### src/rtl/score_display.sv
// Binary score to 3-digit BCD (iterative double-dabble) driving active-low 7-segment displays.
// Define SCORE_DISPLAY_HIGH_SCORE_EN to add a high-score register shown on HEX4..HEX6.
module score_display #(
  parameter int SCORE_W     = 8,
  parameter int CONV_CYCLES = 8
) (
  input  logic               Clk,
  input  logic               Reset,
  input  logic [SCORE_W-1:0] score_in,
  output logic [3:0]         bcd_hundreds,
  output logic [3:0]         bcd_tens,
  output logic [3:0]         bcd_ones,
  output logic               bcd_valid,
  output logic               busy,
  output logic [6:0]         HEX0,
  output logic [6:0]         HEX1,
  output logic [6:0]         HEX2,
  output logic [6:0]         HEX4,
  output logic [6:0]         HEX5,
  output logic [6:0]         HEX6
);

  localparam int          SR_W      = SCORE_W + 12;
  localparam int          CNT_W     = (CONV_CYCLES > 1) ? $clog2(CONV_CYCLES) : 1;
  localparam logic [6:0]  SEG_BLANK = 7'h7F;
  localparam logic [20:0] HEX_RST   = {SEG_BLANK, SEG_BLANK, 7'b1000000};

  typedef enum logic [1:0] {IDLE, CONV, DONE} state_t;

  function automatic logic [6:0] seg7(input logic [3:0] d);
    case (d)
      4'd0:    seg7 = 7'b1000000;
      4'd1:    seg7 = 7'b1111001;
      4'd2:    seg7 = 7'b0100100;
      4'd3:    seg7 = 7'b0110000;
      4'd4:    seg7 = 7'b0011001;
      4'd5:    seg7 = 7'b0010010;
      4'd6:    seg7 = 7'b0000010;
      4'd7:    seg7 = 7'b1111000;
      4'd8:    seg7 = 7'b0000000;
      4'd9:    seg7 = 7'b0010000;
      default: seg7 = SEG_BLANK;
    endcase
  endfunction

  // Returns {hundreds, tens, ones} segments with leading zeros blanked.
  function automatic logic [20:0] bcd_to_hex(input logic [11:0] bcd);
    logic [6:0] h, t, o;
    h = (bcd[11:8] == 4'd0) ? SEG_BLANK : seg7(bcd[11:8]);
    t = (bcd[11:8] == 4'd0 && bcd[7:4] == 4'd0) ? SEG_BLANK : seg7(bcd[7:4]);
    o = seg7(bcd[3:0]);
    return {h, t, o};
  endfunction

  function automatic logic [SR_W-1:0] dd_step(input logic [SR_W-1:0] sr);
    logic [SR_W-1:0] t;
    t = sr;
    for (int i = 0; i < 3; i++) begin
      if (t[SR_W-1-4*i -: 4] >= 4'd5)
        t[SR_W-1-4*i -: 4] = t[SR_W-1-4*i -: 4] + 4'd3;
    end
    return {t[SR_W-2:0], 1'b0};
  endfunction

  state_t             state_q, state_d;
  logic [SCORE_W-1:0] score_last_q, score_last_d;
  logic [SR_W-1:0]    sr_q, sr_d;
  logic [CNT_W-1:0]   cnt_q, cnt_d;
  logic [11:0]        bcd_q, bcd_d;
  logic               valid_q, valid_d;
  logic               busy_q, busy_d;
  logic [20:0]        hex_q, hex_d;
  logic [11:0]        result;

  assign result = sr_q[SR_W-1 -: 12];

  always_comb begin
    state_d      = state_q;
    score_last_d = score_last_q;
    sr_d         = sr_q;
    cnt_d        = cnt_q;
    bcd_d        = bcd_q;
    valid_d      = 1'b0;
    busy_d       = busy_q;
    hex_d        = hex_q;
    case (state_q)
      IDLE: begin
        if (score_in != score_last_q) begin
          sr_d         = {12'b0, score_in};
          score_last_d = score_in;
          cnt_d        = '0;
          busy_d       = 1'b1;
          state_d      = CONV;
        end
      end
      CONV: begin
        sr_d  = dd_step(sr_q);
        cnt_d = cnt_q + CNT_W'(1);
        if (cnt_q == CNT_W'(CONV_CYCLES - 1))
          state_d = DONE;
      end
      DONE: begin
        // Segments come from the finished shift register so HEX and BCD update together.
        bcd_d   = result;
        hex_d   = bcd_to_hex(result);
        valid_d = 1'b1;
        busy_d  = 1'b0;
        state_d = IDLE;
      end
      default: state_d = IDLE;
    endcase
  end

  always_ff @(posedge Clk) begin
    if (Reset) begin
      state_q      <= IDLE;
      score_last_q <= '0;
      sr_q         <= '0;
      cnt_q        <= '0;
      bcd_q        <= '0;
      valid_q      <= 1'b0;
      busy_q       <= 1'b0;
      hex_q        <= HEX_RST;
    end else begin
      state_q      <= state_d;
      score_last_q <= score_last_d;
      sr_q         <= sr_d;
      cnt_q        <= cnt_d;
      bcd_q        <= bcd_d;
      valid_q      <= valid_d;
      busy_q       <= busy_d;
      hex_q        <= hex_d;
    end
  end

  assign bcd_hundreds = bcd_q[11:8];
  assign bcd_tens     = bcd_q[7:4];
  assign bcd_ones     = bcd_q[3:0];
  assign bcd_valid    = valid_q;
  assign busy         = busy_q;
  assign {HEX2, HEX1, HEX0} = hex_q;

`ifdef SCORE_DISPLAY_HIGH_SCORE_EN
  logic [SCORE_W-1:0] hi_bin_q, hi_bin_d;
  logic [11:0]        hi_bcd_q, hi_bcd_d;
  logic [20:0]        hi_hex_q, hi_hex_d;

  always_comb begin
    hi_bin_d = hi_bin_q;
    hi_bcd_d = hi_bcd_q;
    hi_hex_d = hi_hex_q;
    if (state_q == DONE && score_last_q > hi_bin_q) begin
      hi_bin_d = score_last_q;
      hi_bcd_d = result;
      hi_hex_d = bcd_to_hex(result);
    end
  end

  always_ff @(posedge Clk) begin
    if (Reset) begin
      hi_bin_q <= '0;
      hi_bcd_q <= '0;
      hi_hex_q <= HEX_RST;
    end else begin
      hi_bin_q <= hi_bin_d;
      hi_bcd_q <= hi_bcd_d;
      hi_hex_q <= hi_hex_d;
    end
  end

  assign {HEX6, HEX5, HEX4} = hi_hex_q;
`else
  assign HEX4 = SEG_BLANK;
  assign HEX5 = SEG_BLANK;
  assign HEX6 = SEG_BLANK;
`endif

endmodule

### config.mk
export PLATFORM = sky130hd
export DESIGN_NAME = score_display
export DESIGN_NICKNAME = d
export VERILOG_FILES = /design/src/rtl/score_display.sv
export SDC_FILE = /design/constraint.sdc
export NUM_CORES = 1
export LEC_CHECK = 0
export CAP_MARGIN = 20
export CORE_ASPECT_RATIO = 0.7
export CORE_MARGIN = 8
export CORE_UTILIZATION = 48
export CTS_CLUSTER_DIAMETER = 150
export DETAILED_ROUTE_END_ITERATION = 8
export PLACE_DENSITY = 0.76
export SYNTH_ARGS = -nofsm -noshare
export SYNTH_HDL_FRONTEND = slang
export SYNTH_SLANG_ARGS = --single-unit
### constraint.sdc
create_clock -name Clk -period 2.5 [get_ports Clk]
set_input_delay 0.75 -clock Clk [delete_from_list [all_inputs] [get_ports Clk]]
set_output_delay 0.75 -clock Clk [all_outputs]
set_load 0.05 [all_outputs]
==> impl_metrics.ini, run 1 <==
[logic_synthesis]
synth.top_cell.area_share_pct = 41.74
synth.most_common_cell = dfxtp_1
ys_top_cells_by_count = dfxtp_1 (82), nand2_1 (56), nor2_1 (43), a21oi_1 (38), ha_1 (23)
avgSynthCellArea_um2 = 8.917
ys_top_cells_by_area = dfxtp_1 (42%), ha_1 (7.3%), nand2_1 (5.3%)
syn-cell-area_um2 = 3933
synth_cell_types = 54
async_flop_share_pct = 0
seq_area_frac_synth_pct = 41.74
yosysTopAreaCell = dfxtp_1
netlist_instances = 441
ys.flop_type = dfxtp_1
yosysWarnings = 0
ys_ff_latch = 82
synth_edf_count = 0

[routing]
postRouteAntennaNets = 0
top_layer = met4
wire_per_inst_um = 14.42
dr.pass1.iters = 4
drt-total-wl_mm = 9.043
routed_via_density = 5.191
met3_length_um = 558
route.layer.met1.wl_mm = 4.012
initialDrtViolationCount = 176
drc = 0
wl_met2_mm = 4.356
vias = 3255

[setup_path]
required_ns = 2.72
crit_path_max_fanout = 6
crit_arrival_ns = 2.61
end_kind = register
crit_type = in -> reg
cp-start-kind = input pin

[place]
place_hpwl_mm = 6.492
io_buffers = 44
place_congestion = 0.8611

[cts]
cts_num_sinks = 82
clkTransAtPathRegs_ns = 0.05
root_buffer = clkbuf_16
cts_tree = yes
cts_buffer_depth = 2
clk_latency_ns = 0.34
htreeDepth = 3
numCtsBuffers = 9
hold_buffers = 0

[pwr]
comb_power_share_pct = 7.8
p_int_mw = 2.191
power_frac_clock_pct = 45.2
seqPwrFrac_pct = 47.1
vdd_drop_max_mv = 0.5063
powerDensity_nw_per_um2 = 561.5
swShare_pct = 23.19
p_leak_nw = 2.217
p_sw_uw = 661.6

[grt]
grt_first_pass_wirelength_mm = 15.08
grtUsageTotal_pct = 16.46
antenna_found_initial = 0
grt.overflow.total = 0
grt_max_degree = 38
grt_pass1_vias = 3267

[timing]
skew_ns = 0.005199
tns_ns = 0
fin_crit_ns = 2.393
relSlewSlack_pct = 53.89
tightestPinTransition_ns = 0.6880
clock.fmax_ghz = 0.4178
finalMaxSlewViolations = 0
rsz0062_at_grt = false
hold_viol_final = 0
setup_viol = 0
period_share_pct = 95.73

[status]
status = finished, final reports clean

[floorplan]
start_util_pct = 49.75
die_w_um = 124.2
die_h_um = 91.73
die_area_um2 = 11390
rows = 27
core_area_um2 = 7905
io_pins = 66

[finish]
n_antenna_cell = 0
area_growth_pct = 29.21
nNetsFinal = 555
fin_util_pct = 64.28
drive_gt1_share_pct = 17.87
fillers = 691

[worst_hold_path]
hold_path.class = reg -> reg

[flow_run]
maxCapViolations = 0
-- through the flow --
step                      worst slack, ns  instances  total power, mW  area (µm²)  hold slack (ns)
after floorplan                  0.008436        461            1.552        4048           0.4220
after global placement            -0.4363        610            1.583        4710           0.4285
after detailed placement          -0.5000        610            1.589        4710           0.4343
after CTS                         0.01165        627            2.882        5071           0.4441
after global routing             0.006668        627            2.941        5081           0.4687
final                              0.1068        627            2.853        5081           0.4465
-- worst max-delay path, cell delays in order --
cell and delay, ns:
dlygate4sd2_1 0.26, xnor2_1 0.17, nand4_1 0.16, buf_6 0.17, o31ai_4 0.24, buf_6 0.17, o2bb2ai_4 0.13, inv_2 0.08
ha_4 0.24, mux2i_1 0.16, a21oi_1 0.09
-- final timing paths --
check,slack (ns),cells after the start,endpoint,start
worst min register to register,0.45,2,hex_q[10],register
worst max-delay path,0.11,11,register,score_in[0]
worst min-delay path,0.45,2,hex_q[10],register
worst max register to register,0.14,10,register,sr_q[13]
-- routing by layer --
metal | GRT usage, % | vias to the layer above
li1 | - | 1644
met1 | 19.15 | 1527
met2 | 27.77 | 72
met3 | 5.328 | 12
met4 | 5.726 | 0
met5 | 0 | -
-- repair_timing --
action / in CTS / in global routing
cloned: 0 / 0
buffers inserted: 2 / 0
resized for setup: 15 / 4
pin swaps: 9 / 6
endpoints found under the setup margin: 14 / 13
-- power groups by stage --
stage               Sequential [mW]  Combinational, mW  Clock [mW]
CTS                            1.34              0.221        1.32
global route                   1.34              0.236        1.36
floorplan                      1.37              0.181           0
global placement               1.37              0.213           0
detailed placement             1.37              0.218           0
finish                         1.34              0.221        1.29
-- layout make-up --
| class | instances | area [µm²] | area share [%] |
|---|---|---|---|
| tap | 101 | 126.4 | 2.487 |
| sequential | 82 | 1642 | 32.31 |
| multi-input combinational | 315 | 2131 | 41.94 |
| timing repair buffer | 94 | 819.5 | 16.13 |
| clock inverter | 3 | 40.04 | 0.7880 |
| inverter | 20 | 76.32 | 1.502 |
| clock buffer | 12 | 246.5 | 4.851 |
-- cells by family after synthesis --
group	synth area share [%]
flip-flops	41.74
XOR/XNOR	2.673
adder cells (fa/ha/maj)	7.318
multiplexers	3.818
other	0.09536
AO/OA/AOI/OAI	18.87
buffers and inverters	8.622
AND/OR/NAND/NOR	16.86
-- cells in the final DEF (no fill, tap or decap), types with 13 or more instances in the layout --
cell,Yosys,layout
nor2_1,43,41
mux2i_1,15,15
conb_1,1,21
ha_1,23,21
nor3_1,13,13
a21oi_1,38,37
nand2_1,56,56
inv_1,18,17
clkdlybuf4s50_1,0,35
dfxtp_1,82,82
buf_4,21,48
Note: power is estimated with default switching activity, not from simulation.
==> run 2, diff against run 1 <==
- CTS_CLUSTER_SIZE: unset -> 28
==> results of run 2 <==
Same layout as run 1: the final DEF is identical, and so are final timing and power.
==> run 3, diff against run 2 <==
- GPL_TIMING_DRIVEN: unset -> 0
==> impl_metrics.ini, run 3 (synthesis gave the netlist of run 1 again) <==
[timing]
relSlewSlack_pct = 51.72
clock.fmax_ghz = 0.4120
period_share_pct = 97.10
finalMaxSlewViolations = 0
skew_ns = 0.005204
setup_viol = 0
rsz0062_at_grt = true
tightestPinTransition_ns = 0.7202
hold_viol_final = 0
fin_crit_ns = 2.427

[floorplan]
die_h_um = 91.73
rows = 27
die_w_um = 124.2
start_util_pct = 49.75
io_pins = 66
core_area_um2 = 7905
die_area_um2 = 11390

[place]
io_buffers = 44
place_hpwl_mm = 6.831
place_congestion = 0.8996
placed_cells = 606

[grt]
grtUsageTotal_pct = 17.84
use_met1_pct = 22.59
globalRoute.busiestLayer = met2
grt_pass1_vias = 3303
antenna_found_initial = 0
grt_max_degree = 14
grt_first_pass_wirelength_mm = 16.12
grt.overflow.total = 0
met3_usage_pct = 4.532
use_met2_pct = 28.17

[finish]
final_common_cell = dfxtp_1
n_antenna_cell = 0
final_cell_mix = dfxtp_1 (82), nand2_1 (56), nor2_1 (42)
fin_util_pct = 65.86
final_cells = 640
nNetsFinal = 567
area_growth_pct = 32.39
drive_gt1_share_pct = 18.92

[cts]
clk_latency_ns = 0.34
htreeDepth = 3
cts_num_sinks = 82
numCtsBuffers = 9
cts_tree = yes
hold_buffers = 0
cts_buffer_depth = 2
root_buffer = clkbuf_16
clkTransAtPathRegs_ns = 0.06

[setup_path]
max_stage_delay_ns = 0.32
crit_family = buffers and inverters
cp-start-kind = input pin
crit_type = in -> reg
crit_path_max_fanout = 4
critPathMostFrequentCell = buf_6
crit_buf_inv = 4
end_kind = register
crit_arrival_ns = 2.64
required_ns = 2.71
crit_chain = dlygate4sd2_1, xnor2_1, nand4_1, buf_6, o31ai_4, buf_6, o2bb2ai_4, inv_2, ha_4, mux2i_1, a21oi_1
crit_slowest_cell = o31ai_4

[routing]
vias = 3377
routed_via_density = 5.277
drc = 0
wire_per_inst_um = 15.53
dr.pass1.iters = 4
postRouteAntennaNets = 0
drt-total-wl_mm = 9.938
initialDrtViolationCount = 208

[pwr]
p_leak_nw = 2.228
powerDensity_nw_per_um2 = 603.1
vdd_drop_max_mv = 0.5206

[status]
status = finished, final reports clean

[worst_hold_path]
hold_path.class = reg -> reg

[flow_run]
maxCapViolations = 0
==> run 3: cell count changes in the layout (fill, tap and decap cells not counted), sizes merged <==
cell,delta
dlygate4sd2,+3
clkinvlp,+1
clkinv,-2
dlymetal6s2s,-3
buf,-5
clkdlybuf4s15,+1
clkbuf,+16
bufinv,+2
==> run 3: path summary, 6_finish.rpt <==
| kind | startpoint | end | slack (ns) | depth (start not counted) |
|---|---|---|---|---|
| max | score_in[6] | register | 0.07 | 11 |
| min | register | hex_q[13] | 0.45 | 2 |
| max reg2reg | sr_q[13] | register | 0.16 | 11 |
| min reg2reg | register | hex_q[13] | 0.45 | 2 |
==> run 3: worst register-to-register path, cell delays in order, from the launching register on <==
cell      delay (ns)
dfxtp_1         0.46
inv_1           0.13
ha_1            0.19
nand2b_1        0.15
a21oi_2         0.27
xnor2_1         0.15
a22o_4          0.26
inv_1           0.11
ha_1            0.15
inv_1           0.05
nor3_1          0.20
a21oi_1         0.07
==> run 3: final cells by class <==
type	instances	area, µm²
repair buffers	62	573.1
flip-flops and latches	82	1642
multi-input cells	315	2166
clock inverters	4	97.59
well taps	101	126.4
clock buffers	12	256.5
fillers	650	2699
inverters	20	76.32
plain buffers	44	269.0
==> run 3: report_power, final <==
part	internal, mW	switching [mW]	total, mW
combinational	0.0851	0.161	0.246
clock	1.03	0.523	1.55
sequential	1.33	0.0145	1.34
total	2.44	0.698	3.14
==> run 3: per-layer routing <==
layer	share of wire, %	wire, µm
met4	1.8	176
met5	0	0
met2	47	4694
met3	6.6	660
met1	44	4407
==> run 3: per-stage QoR <==
step / total power [mW] / hold slack [ns] / setup slack (ns) / setup TNS (ns) / instance area (µm²)
6_report: 3.140 / 0.4472 / 0.07252 / 0 / 5206
5_1_grt: 3.237 / 0.4766 / -0.01826 / -0.03134 / 5206
4_1_cts: 3.151 / 0.4477 / 0.04354 / 0 / 5135
3_5_place_dp: 1.602 / 0.4343 / -0.9669 / -17.91 / 4614
3_3_place_gp: 1.597 / 0.4286 / -0.9036 / -15.49 / 4614
2_1_floorplan: 1.552 / 0.4220 / 0.008436 / 0 / 4048
==> run 3: repair_timing <==
item | in CTS | in global routing
buffers inserted | 14 | 4
pin swaps | 9 | 7
endpoints found under the setup margin | 14 | 14
endpoints found under the hold margin | 0 | 0
gates resized for setup | 23 | 16
